<file path="src/rtl/imem_boot_loader.sv">
// imem_boot_loader: framed byte-stream loader for the instruction memory.
// Frame: LEN_HI, LEN_LO (word count N, big-endian), then N*4 payload bytes MSB first.
// Holds the core in reset until the full image has been written.
// Optional feature macro: IMEM_BOOT_CHECKSUM_EN adds a trailing XOR checksum byte.
module imem_boot_loader #(
  parameter int unsigned ADDR_W    = 8,
  parameter int unsigned MAX_WORDS = 256
) (
  input  logic              clk,
  input  logic              rst,
  input  logic              start,
  input  logic              in_valid,
  input  logic [7:0]        in_data,
  output logic              in_ready,
  output logic              mem_we,
  output logic [ADDR_W-1:0] mem_addr,
  output logic [31:0]       mem_wdata,
  output logic              cpu_rst_n,
  output logic              busy,
  output logic              done,
  output logic              error
);

  localparam int unsigned LEN_W = 16;
  localparam int unsigned SH_W  = 24;

`ifdef IMEM_BOOT_CHECKSUM_EN
  typedef enum logic [2:0] {
    S_IDLE, S_LEN_HI, S_LEN_LO, S_DATA, S_CHK, S_DONE, S_ERR
  } state_t;
  localparam state_t S_FIN = S_CHK;
`else
  typedef enum logic [2:0] {
    S_IDLE, S_LEN_HI, S_LEN_LO, S_DATA, S_DONE, S_ERR
  } state_t;
  localparam state_t S_FIN = S_DONE;
`endif

  state_t            state, state_next;
  logic [7:0]        len_hi;
  logic [LEN_W-1:0]  len;
  logic [1:0]        byte_cnt;
  logic [SH_W-1:0]   shreg;
  logic [ADDR_W-1:0] idx;
`ifdef IMEM_BOOT_CHECKSUM_EN
  logic [7:0]        chk;
`endif

  logic             accept;
  logic             load_start;
  logic             word_done;
  logic             last_word;
  logic [LEN_W-1:0] frame_len;
  logic             busy_next;
  logic             done_next;
  logic             error_next;

  assign accept     = in_valid & in_ready;
  assign frame_len  = {len_hi, in_data};
  assign last_word  = (LEN_W'(idx) == (len - LEN_W'(1)));
  assign word_done  = accept && (state == S_DATA) && (byte_cnt == 2'd3);
  assign load_start = start && ((state == S_IDLE) || (state == S_DONE) || (state == S_ERR));

  // State register
  always_ff @(posedge clk or negedge rst) begin
    if (!rst) state <= S_IDLE;
    else      state <= state_next;
  end

  // Next-state and next-output decode
  always_comb begin
    state_next = state;
    busy_next  = 1'b0;
    done_next  = 1'b0;
    error_next = 1'b0;
    case (state)
      S_IDLE:   if (start) state_next = S_LEN_HI;
      S_LEN_HI: if (accept) state_next = S_LEN_LO;
      S_LEN_LO: begin
        if (accept) begin
          if (frame_len == '0)                 state_next = S_FIN;
          else if (32'(frame_len) > MAX_WORDS) state_next = S_ERR;
          else                                 state_next = S_DATA;
        end
      end
      S_DATA:   if (word_done && last_word) state_next = S_FIN;
`ifdef IMEM_BOOT_CHECKSUM_EN
      S_CHK:    if (accept) state_next = (in_data == chk) ? S_DONE : S_ERR;
`endif
      S_DONE, S_ERR: if (start) state_next = S_LEN_HI;
      default:  state_next = S_IDLE;
    endcase
    case (state_next)
      S_LEN_HI, S_LEN_LO, S_DATA: busy_next = 1'b1;
`ifdef IMEM_BOOT_CHECKSUM_EN
      S_CHK:    busy_next  = 1'b1;
`endif
      S_DONE:   done_next  = 1'b1;
      S_ERR:    error_next = 1'b1;
      default:  busy_next  = 1'b0;
    endcase
  end

  // Registered status outputs, aligned with the state register
  always_ff @(posedge clk or negedge rst) begin
    if (!rst) begin
      in_ready  <= 1'b0;
      busy      <= 1'b0;
      done      <= 1'b0;
      error     <= 1'b0;
      cpu_rst_n <= 1'b0;
    end else begin
      in_ready  <= busy_next;
      busy      <= busy_next;
      done      <= done_next;
      error     <= error_next;
      cpu_rst_n <= done_next;
    end
  end

  // Length capture, word assembly and memory write strobe
  always_ff @(posedge clk or negedge rst) begin
    if (!rst) begin
      len_hi    <= '0;
      len       <= '0;
      byte_cnt  <= '0;
      shreg     <= '0;
      idx       <= '0;
      mem_we    <= 1'b0;
      mem_addr  <= '0;
      mem_wdata <= '0;
`ifdef IMEM_BOOT_CHECKSUM_EN
      chk       <= '0;
`endif
    end else begin
      mem_we <= 1'b0;
      if (load_start) begin
        idx      <= '0;
        byte_cnt <= '0;
`ifdef IMEM_BOOT_CHECKSUM_EN
        chk      <= '0;
`endif
      end
      if (accept && (state == S_LEN_HI)) len_hi <= in_data;
      if (accept && (state == S_LEN_LO)) begin
        len      <= frame_len;
        byte_cnt <= '0;
      end
      if (accept && (state == S_DATA)) begin
        byte_cnt <= byte_cnt + 2'd1;
`ifdef IMEM_BOOT_CHECKSUM_EN
        chk      <= chk ^ in_data;
`endif
        if (byte_cnt == 2'd3) begin
          mem_we    <= 1'b1;
          mem_addr  <= idx;
          mem_wdata <= {shreg, in_data};
          idx       <= idx + ADDR_W'(1);
        end else begin
          shreg <= {shreg[SH_W-9:0], in_data};
        end
      end
    end
  end

endmodule
</file>
<file path="config.mk">
export PLATFORM = sky130hd
export DESIGN_NAME = imem_boot_loader
export DESIGN_NICKNAME = d
export VERILOG_FILES = /design/src/rtl/imem_boot_loader.sv
export SDC_FILE = /design/constraint.sdc
export NUM_CORES = 1
export LEC_CHECK = 0
export BUFFER_PORTS_ARGS = -buffer_cell sky130_fd_sc_hd__clkbuf_2
export CORE_ASPECT_RATIO = 1.5
export CORE_MARGIN = 1.5
export CORE_UTILIZATION = 30
export DETAILED_ROUTE_END_ITERATION = 6
export MAX_ROUTING_LAYER = met4
export PLACE_DENSITY_LB_ADDON = 0.2
export SYNTH_ARGS = -nofsm -noshare
export SYNTH_HDL_FRONTEND = slang
export SYNTH_SLANG_ARGS = --single-unit
</file>
<file path="constraint.sdc">
create_clock -name clk -period 3.6 [get_ports clk]
set_input_delay 0.54 -clock clk [delete_from_list [all_inputs] [get_ports clk]]
set_output_delay 0.54 -clock clk [all_outputs]
set_load 0.01 [all_outputs]
</file>
[Word level (Yosys, flattened, before mapping)]
Index checks and enable logic that the tools add are counted.
Operators by class
  add/sub/neg operators: 3
  multipliers: 0
  div/mod/pow operators: 0
  $lt $le $gt $ge: 1
  equal/unequal tests: 12
  shift-type cells: 0
  multiplexer cells: 18
  bitwise operators: 2
  reductions and logical operators: 15
Operator list (count)
  $mux 8: 3
  $mux 3: 6
  $eq 8x16->1: 1
  $gt 16x9->1 const B: 1
  $logic_not 16->1: 1
  $sub 16x1->16 const B: 1
  $eq 3x2->1 const B: 4
  $eq 3x3->1 const B: 4
  $pmux 3 s4: 1
  $add 8x1->8 const B: 1
  $eq 3x1->1 const B: 2
  $logic_and 1x1->1: 6
  $mux 2: 3
  $reduce_or 3->1: 2
  $mux 1: 5
  $reduce_and 2->1: 2
  $logic_not 3->1: 1
  $reduce_bool 3->1: 1
  $add 2x1->2 const B: 1
  $eq 2x2->1 const B: 1
  $logic_or 1x1->1: 2
  $and 1x1->1: 1
  $not 1->1: 1
Storage, ports and cells
  flip-flop bits (word level): 105
  bits in latches: 0
  RAM bits: 0
  bits in read-only memories: 0
  output and inout port bits: 46
  logic and storage cells: 63
  memories kept: 0

[Longest topological paths before layout]
Gate-level depths: netlist of the first run.
  word-level depth: 9
  mapped depth: 9
  mapped depth without buffers: 9

[Worst setup path before layout of the first run]
OpenSTA, ideal clock, no wires.
  path kind: flip-flop to flip-flop
  start: register len[0]
  end: register done
  arrival time: 1.982 ns
  path slack: 1.512 ns
  stages on the path, launching flop included: 9
  path buffers: 0
  period minus slack after synthesis: 2.088 ns
  cells stage by stage: dfrtp_1 -> inv_1 -> ha_1 -> nor3b_2 -> nand4_1 -> a211oi_1 -> o2111ai_1 -> o21a_2 -> a2111oi_4
Between the ends
  word-level cells in the longest chain between the ends: 7
RTL lines
  from (decl): line 41  | logic [LEN_W-1:0] len;
  from (signal assigned): line 146  | len <= frame_len;
  $sub 16x1->16: line 60  | assign last_word = (LEN_W'(idx) == (len - LEN_W'(1)));
  $eq 8x16->1: line 60
  $logic_and 1x1->1: line 86  | S_DATA: if (word_done && last_word) state_next = S_FIN;
  $mux 3: line 86
  $pmux 3 s4: line 76  | case (state)
  $eq 3x3->1: line 93  | case (state_next)
  $mux 1: line 93
  net done_next: line 55  | logic done_next;
  to (signal assigned): line 115  | done <= done_next;
  to (decl): line 20  | output logic done,
The timed path passes the listed nets, and every way through them passes these cells.
A chain may end at the register's enable or synchronous reset.

[Worst setup path in the final report of the first run]
Same ends and word-level chain as after synthesis.

==> results.md, run 1 <==
* Status: completed
* CTS Hold Bufs at 0
* # nets final at 491
* Final Hold Fails at 0
* Highest cell delay on the worst timing path at 0.46 ns
* CP max stage cell: dfrtp_1
* Chip width at 104 µm
* Startpoint types: flop
* CP Capture Type: flop
* Area of the die at 16000 µm²
* Area Growth Syn to Fin at 16.9%
* Max-capacitance violation count at 0
* H-tree depth at 3
* VDD IR max at 297 µV
* Placed Area at 5060 µm²
* F_max at 419 MHz
* Port Buf Inserts at 57
* Final instance area at 5360 µm²
* Vias at 3242
* CTS Sinks at 105
* Top post-synthesis cells by area: dfrtp_1 (57%), mux2_2 (12%), nand2_1 (11%), nand3_1 (1.4%), nor3_1 (0.98%)
* FF+latch count, synth at 105
* P_leak at roughly 0.0026 µW
* FF-to-FF path depth at 8
* Seq pwr share at 0.479
* Clock share of power at 0.258
* First-pass GRT wire length at roughly 18000 µm
* Gp weighted congestion at 0.800
* Grt total ovfl at 0
* I/O Pins at 58
* Power share of the combinational group at 0.263
* Crit Path Max Fanout at 8
* FILL cells at 1564
* Root buf cell: clkbuf_16
* Psw at 1230 µW
* Tcrit/Tclk final at 0.663
* Remaining DRCs at 0
* Layout cells sized above 1 at 0.282
* Cell taking the most area after synthesis: dfrtp_1
* Internal at 2680 µW
* Placed Cells incl. Taps at 664
* Clock-pin slew on the worst setup and hold paths at about 0.070 ns
* ANT nets after route at 0
* CTS tree: yes
* Worst EP arrival at 2.62 ns
* CP required at 3.84 ns
* # diodes at 0
* Die H at 154 µm
* Post-synth EDFFs at 0
* Initial antenna violation count at 0
* Setup Buffers After CTS at 0
* Hpwl dp at about 7500 µm
* GRT Total Usage at 0.143
* Core Rows at 55
* Clk_lat worst skew at 0.34 ns
* Setup TNS at 0 ns
* Largest net degree at the start of global routing at 82
* Vias in the first global route at 3391
* Min Tclk post-route at approximately 2.4 ns
* Core footprint at 15000 µm²
* Finished Layout Cells at 678
* Post-synth top area share at 0.573
* Setup slack after layout at 1.21 ns
* Worst path cell trace: inv_1 -> ha_1 -> nor3b_2 -> nand4_1 -> a211oi_1 -> o2111ai_1 -> o21a_2 -> a2111oi_4
* CTS Buffer Depth at 2
* Worst Tran Pin Value at roughly 1.0 ns
* Cts bufs inserted at 9
* Yosys cell types at 58
* HP Class: input pin to asynchronous set/reset pin
* Unrepaired setup endpoints after global routing: false
* Post-synthesis async set-or-reset flop share at 1.00
* Slew Viols, Final at 0
* 1st-iter DRT viols at 127
* Syn avg cell area at about 11 µm²
* Mapped Area at 4580 µm²
* Post-synthesis cell count at around 420
* Yosys warns at 0
* DR WL/cell at 15.5 µm
* Top-count cell post-synth: nand2_1
* PD cells at 729 nW/µm²
* Most frequent cells after synthesis: nand2_1 (130), dfrtp_1 (105), mux2_2 (48)
* Switching share of power at 0.314
* Worst Path Class, Setup: flop to flop
* # resized after CTS at 0
* Seq/Total Area, Yosys at 0.573
* Final setup fails at 0
* 1st-pass router iterations at 4
* Vias per inst at between 4 and 5
* Mapped Nets at 438
* Max_slew headroom at 0.302
* DP Worst Slack at 0.992 ns
* Final Util at 0.357
* Initial core utilization at 0.306
* Clk_skew at 0.00575 ns
* Synth Flop Type: dfrtp_1
* Final wirelength at 10500 µm
## routing by layer
metal	global-route usage	up-vias	routed length (µm)
met2	0.257	53	5810
li1	-	1549	-
met1	0.158	1624	4330
met4	0.0602	0	136
met5	-	-	0
met3	0.0185	16	221
## area by class of cell
type                    count  area (µm²)  area share
clock buffers              11         233      0.0434
clock inverters             3        67.6      0.0126
inverters                   5        18.8     0.00350
multi-input cells         292        1830       0.342
flip-flops and latches    105        2630       0.490
well taps                 199         249      0.0465
repair buffers             63         333      0.0621
## cell families after synthesis
logic type | after synthesis | share of synthesized area
compound gates | 37 | 0.0628
xor+xnor | 10 | 0.0191
fa+ha+maj | 3 | 0.00819
buf+inv | 26 | 0.0289
flops | 105 | 0.573
mux | 48 | 0.118
simple gates | 194 | 0.190
## registers in the layout, indices dropped and copies added, names as in the netlist
name and flops:
byte_cnt 2, busy 1, mem_addr 8, mem_wdata 32
idx 8, error 1, done 1, mem_we 1
shreg 24, len_hi 8, state 3, len 16
## per-stage QoR
step / hold WS, ns / power [µW]
after global placement: 0.461 / 2900
after CTS: 0.428 / 3970
after floorplan: 0.244 / 2600
final: 0.371 / 3910
after global routing: 0.458 / 4180
after detailed placement: 0.465 / 2940
## worst max-delay path: cells and delay by family, from the launching register on
kind	cells	cell delay (ns)
compound gates	4	0.92
buf+inv	1	0.09
flops	1	0.46
simple gates	2	0.61
fa+ha+maj	1	0.21
## cell usage in the layout (no fill, tap or decap), drive strengths merged, types with 2 or more instances in the layout
cell and instances:
clkbuf 67, buf 7, nand4 7, nor3 9, ha 3, nand3 13, dfrtp 105, xor2 5
a211o 2, inv 5, nor2 10, nor4 4, or4 3, a21oi 4, nor2b 3, o311ai 2
nor3b 2, o41ai 2, and2 3, nand2 130, xnor2 5, mux2 48, bufinv 2, o21ai 9
o211ai 2
## power by group through the flow
stage               Combinational, µW  Sequential [µW]  Clock [µW]
detailed placement               1040             1900           0
global placement                 1010             1890           0
finish                           1030             1870        1010
global route                     1150             1930        1090
floorplan                         800             1800           0
CTS                              1040             1880        1050
## worst paths after layout
kind / slack, ns / to / startpoint
setup / recovery: 1.21 / done / len[0]
hold / removal: 0.37 / mem_addr[2] / rst
setup reg to reg: 1.21 / done / len[0]
hold reg to reg: 0.48 / mem_wdata[23] / mem_wdata[23]
max in group asynchronous: 2.40 / mem_wdata[13] / rst
min in group clk: 0.48 / mem_wdata[23] / mem_wdata[23]
Note: power is estimated with default switching activity, not from simulation.
==> run 2: changes to the inputs <==
Clock period 3.6 ns to 2.05 ns, I/O delays scaled along.
==> run 2 against run 1 <==
The run now ends with setup timing left; first-iteration DRC count up 21%; die area stayed put; cell area is 5.6% higher; sequential cell count unchanged; core utilization increased by 2.0 points; global-route usage up 0.35 points; worst setup slack worse by 1.3 ns; highest routed layer unchanged.
==> results.md, run 2 (synthesis gave the netlist of run 1 again) <==
* Root buf cell: clkbuf_16
* Startpoint types: flop
* Largest net degree at the start of global routing at 45
* Top Registers: mem_wdata (32), shreg (24), len (16)
* Vias per inst at 4.74
* Biggest register: mem_wdata
* Hold Crit Depth at 4
* Commonest non-fill, non-tap cells in the layout: nand2_1 (130), dfrtp_1 (105), clkbuf_2 (56)
* P_leak at 0.00279 µW
* Area of the die at roughly 16000 µm²
* Register Area at 2630 µm²
* HP Class: input pin to flop
* Max_slew headroom at 0.678
* R2r startpoint: len[0]
* Final wirelength at 10900 µm
* Final Hold Fails at 0
* Setup TNS at -0.0572 ns
* CTS Buffer Depth at 2
* # nets final at 524
* CP Launch Point: len[0]
* Clk_lat worst skew at 0.34 ns
* Reg-to-reg slack, setup at -0.06 ns
* VDD IR max at 437 µV
* Initial antenna violation count at 0
* Tcrit/Tclk final at 1.03
* DR WL/cell at 15.3 µm
* Cts bufs inserted at 9
* Status: finished, violations left
* 1st-iter DRT viols at roughly 150
* Multi-input logic area at 1870 µm²
* Die H at 154 µm
* HP Start: in_data[6]
* Layout cells sized above 1 at 0.342
* # diodes at 0
* Violated checks: setup timing
* First-pass GRT wire length at between 15000 and 20000 µm
* Worst Path Class, Setup: flop to flop
* Total power draw at 7120 µW
* Met3 Use GR at 0.0190
* Core footprint at ~15000 µm²
* Crit Path Max Fanout at 4
* RR Endpoint: done
* Vias in the first global route at about 3500
* Vias at 3383
* Met2 Use GR at 0.262
* GRT Total Usage at 0.146
* Grt total ovfl at 0
* Core Rows at 55
* Area Growth Syn to Fin at 23.4%
* Hpwl dp at roughly 8000 µm
* Max-capacitance violation count at 0
* Clock-pin slew on the worst setup and hold paths at 0.07 ns
* Max FFs per register at 32
* H-tree depth at 3
* Commonest non-fill, non-tap cell in the layout: nand2_1
* FF-to-FF path depth at 9
* Gp weighted congestion at 0.806
* CTS Sinks at about 110
* Unrepaired setup endpoints after global routing: true
* WHS Endpoint: mem_wdata[6]
* Setup slack after layout at -0.0572 ns
* CP required at 2.28 ns
* M1 GR Usage at 0.165
* CP max stage cell: dfrtp_1
* Worst Tran Pin Value at 0.484 ns
* CP top delay family: compound AO/OA/AOI/OAI gates
* Final setup fails at 1
* I/O Pins at slightly below 60
* CTS tree: yes
* Worst path cell trace: inv_1 -> ha_2 -> buf_4 -> o21ba_2 -> a221oi_2 -> a31o_2 -> o2111ai_2 -> o21a_2 -> a2111oi_4
* Chip width at 104 µm
* Slew Viols, Final at 0
* 1st-pass router iterations at 6
* Min Tclk post-route at 2.11 ns
* F_max at 475 MHz
* Crit path buf inv count at 2
* FILL cells at around 1600
* Clk_skew at 0.0109 ns
* ANT nets after route at 0
* CP Capture Type: flop
* Worst hold slack at 0.317 ns
* Most Used Layer, Global Route: met2
* PD cells at 1260 nW/µm²
* Port Buf Inserts at 57
* Highest cell delay on the worst timing path at roughly 0.40 ns
* Remaining DRCs at 0
* Initial core utilization at 0.306
* Worst EP arrival at 2.34 ns
run 2: changes by cell type in the layout (fill, tap and decap cells not counted), sizes merged:
cell / before / now
buf: 7 / 39
dlygate4sd3: 0 / 1
inv: 5 / 7
clkinv: 0 / 3
bufinv: 2 / 0
clkbuf: 67 / 66
run 2: cell type report:
class                           instances  area share
Inverter                                5     0.00332
Timing Repair Buffer                   96       0.107
Clock inverter                          6     0.00885
Tap cell                              199      0.0440
Sequential cell                       105       0.464
Multi-Input combinational cell        292       0.330
Clock buffer                           10      0.0422
run 2: repair_timing:
item / CTS / global route
hold buffers: 1 / 0
setup endpoints to repair: 4 / 5
gates resized for setup: 2 / 4
endpoints found under the hold margin: 32 / 0
pin swaps: 4 / 4
buffers inserted: 1 / 1
run 2: routing by layer:
layer  vias to the layer above  share of wire
met5                         -              0
met4                         0          0.017
met3                        10          0.021
met2                        45           0.55
met1                      1698           0.41
li1                       1630              -
run 2: where the power goes:
group / total [µW] / leakage [µW] / internal, µW / switching, µW
Sequential: 3240 / 0.00137 / 2700 / 537
Combinational: 2210 / 0.00128 / 1190 / 1020
Clock: 1670 / 0.000141 / 873 / 794
run 2: worst min-delay path: cells and delay by family:
kind,cells,cell delay [ns]
buffers and inverters,2,0.22
and+or+nand+nor,2,0.10
run 2: worst max path at each step:
| stage | to | slack, ns | depth (start not counted) |
|---|---|---|---|
| 3_3_place_gp | done | 0.02 | 8 |
| 4_1_cts | done | -0.02 | 6 |
| 2_1_floorplan | done | 0.01 | 8 |
| 3_5_place_dp | done | -0.04 | 8 |
| 5_1_grt | done | -0.15 | 8 |
| 6_report | done | -0.06 | 9 |
run 2: stage by stage:
stage / setup slack, ns / cells / utilization / area [µm²]
after floorplan: 0.0137 / 423 / - / 4590
after global placement: 0.0176 / 694 / 0.354 / 5320
after detailed placement: -0.0442 / 694 / 0.354 / 5320
after CTS: -0.0188 / 712 / 0.376 / 5640
after global routing: -0.150 / 713 / 0.377 / 5660
final: -0.0572 / 713 / 0.377 / 5660
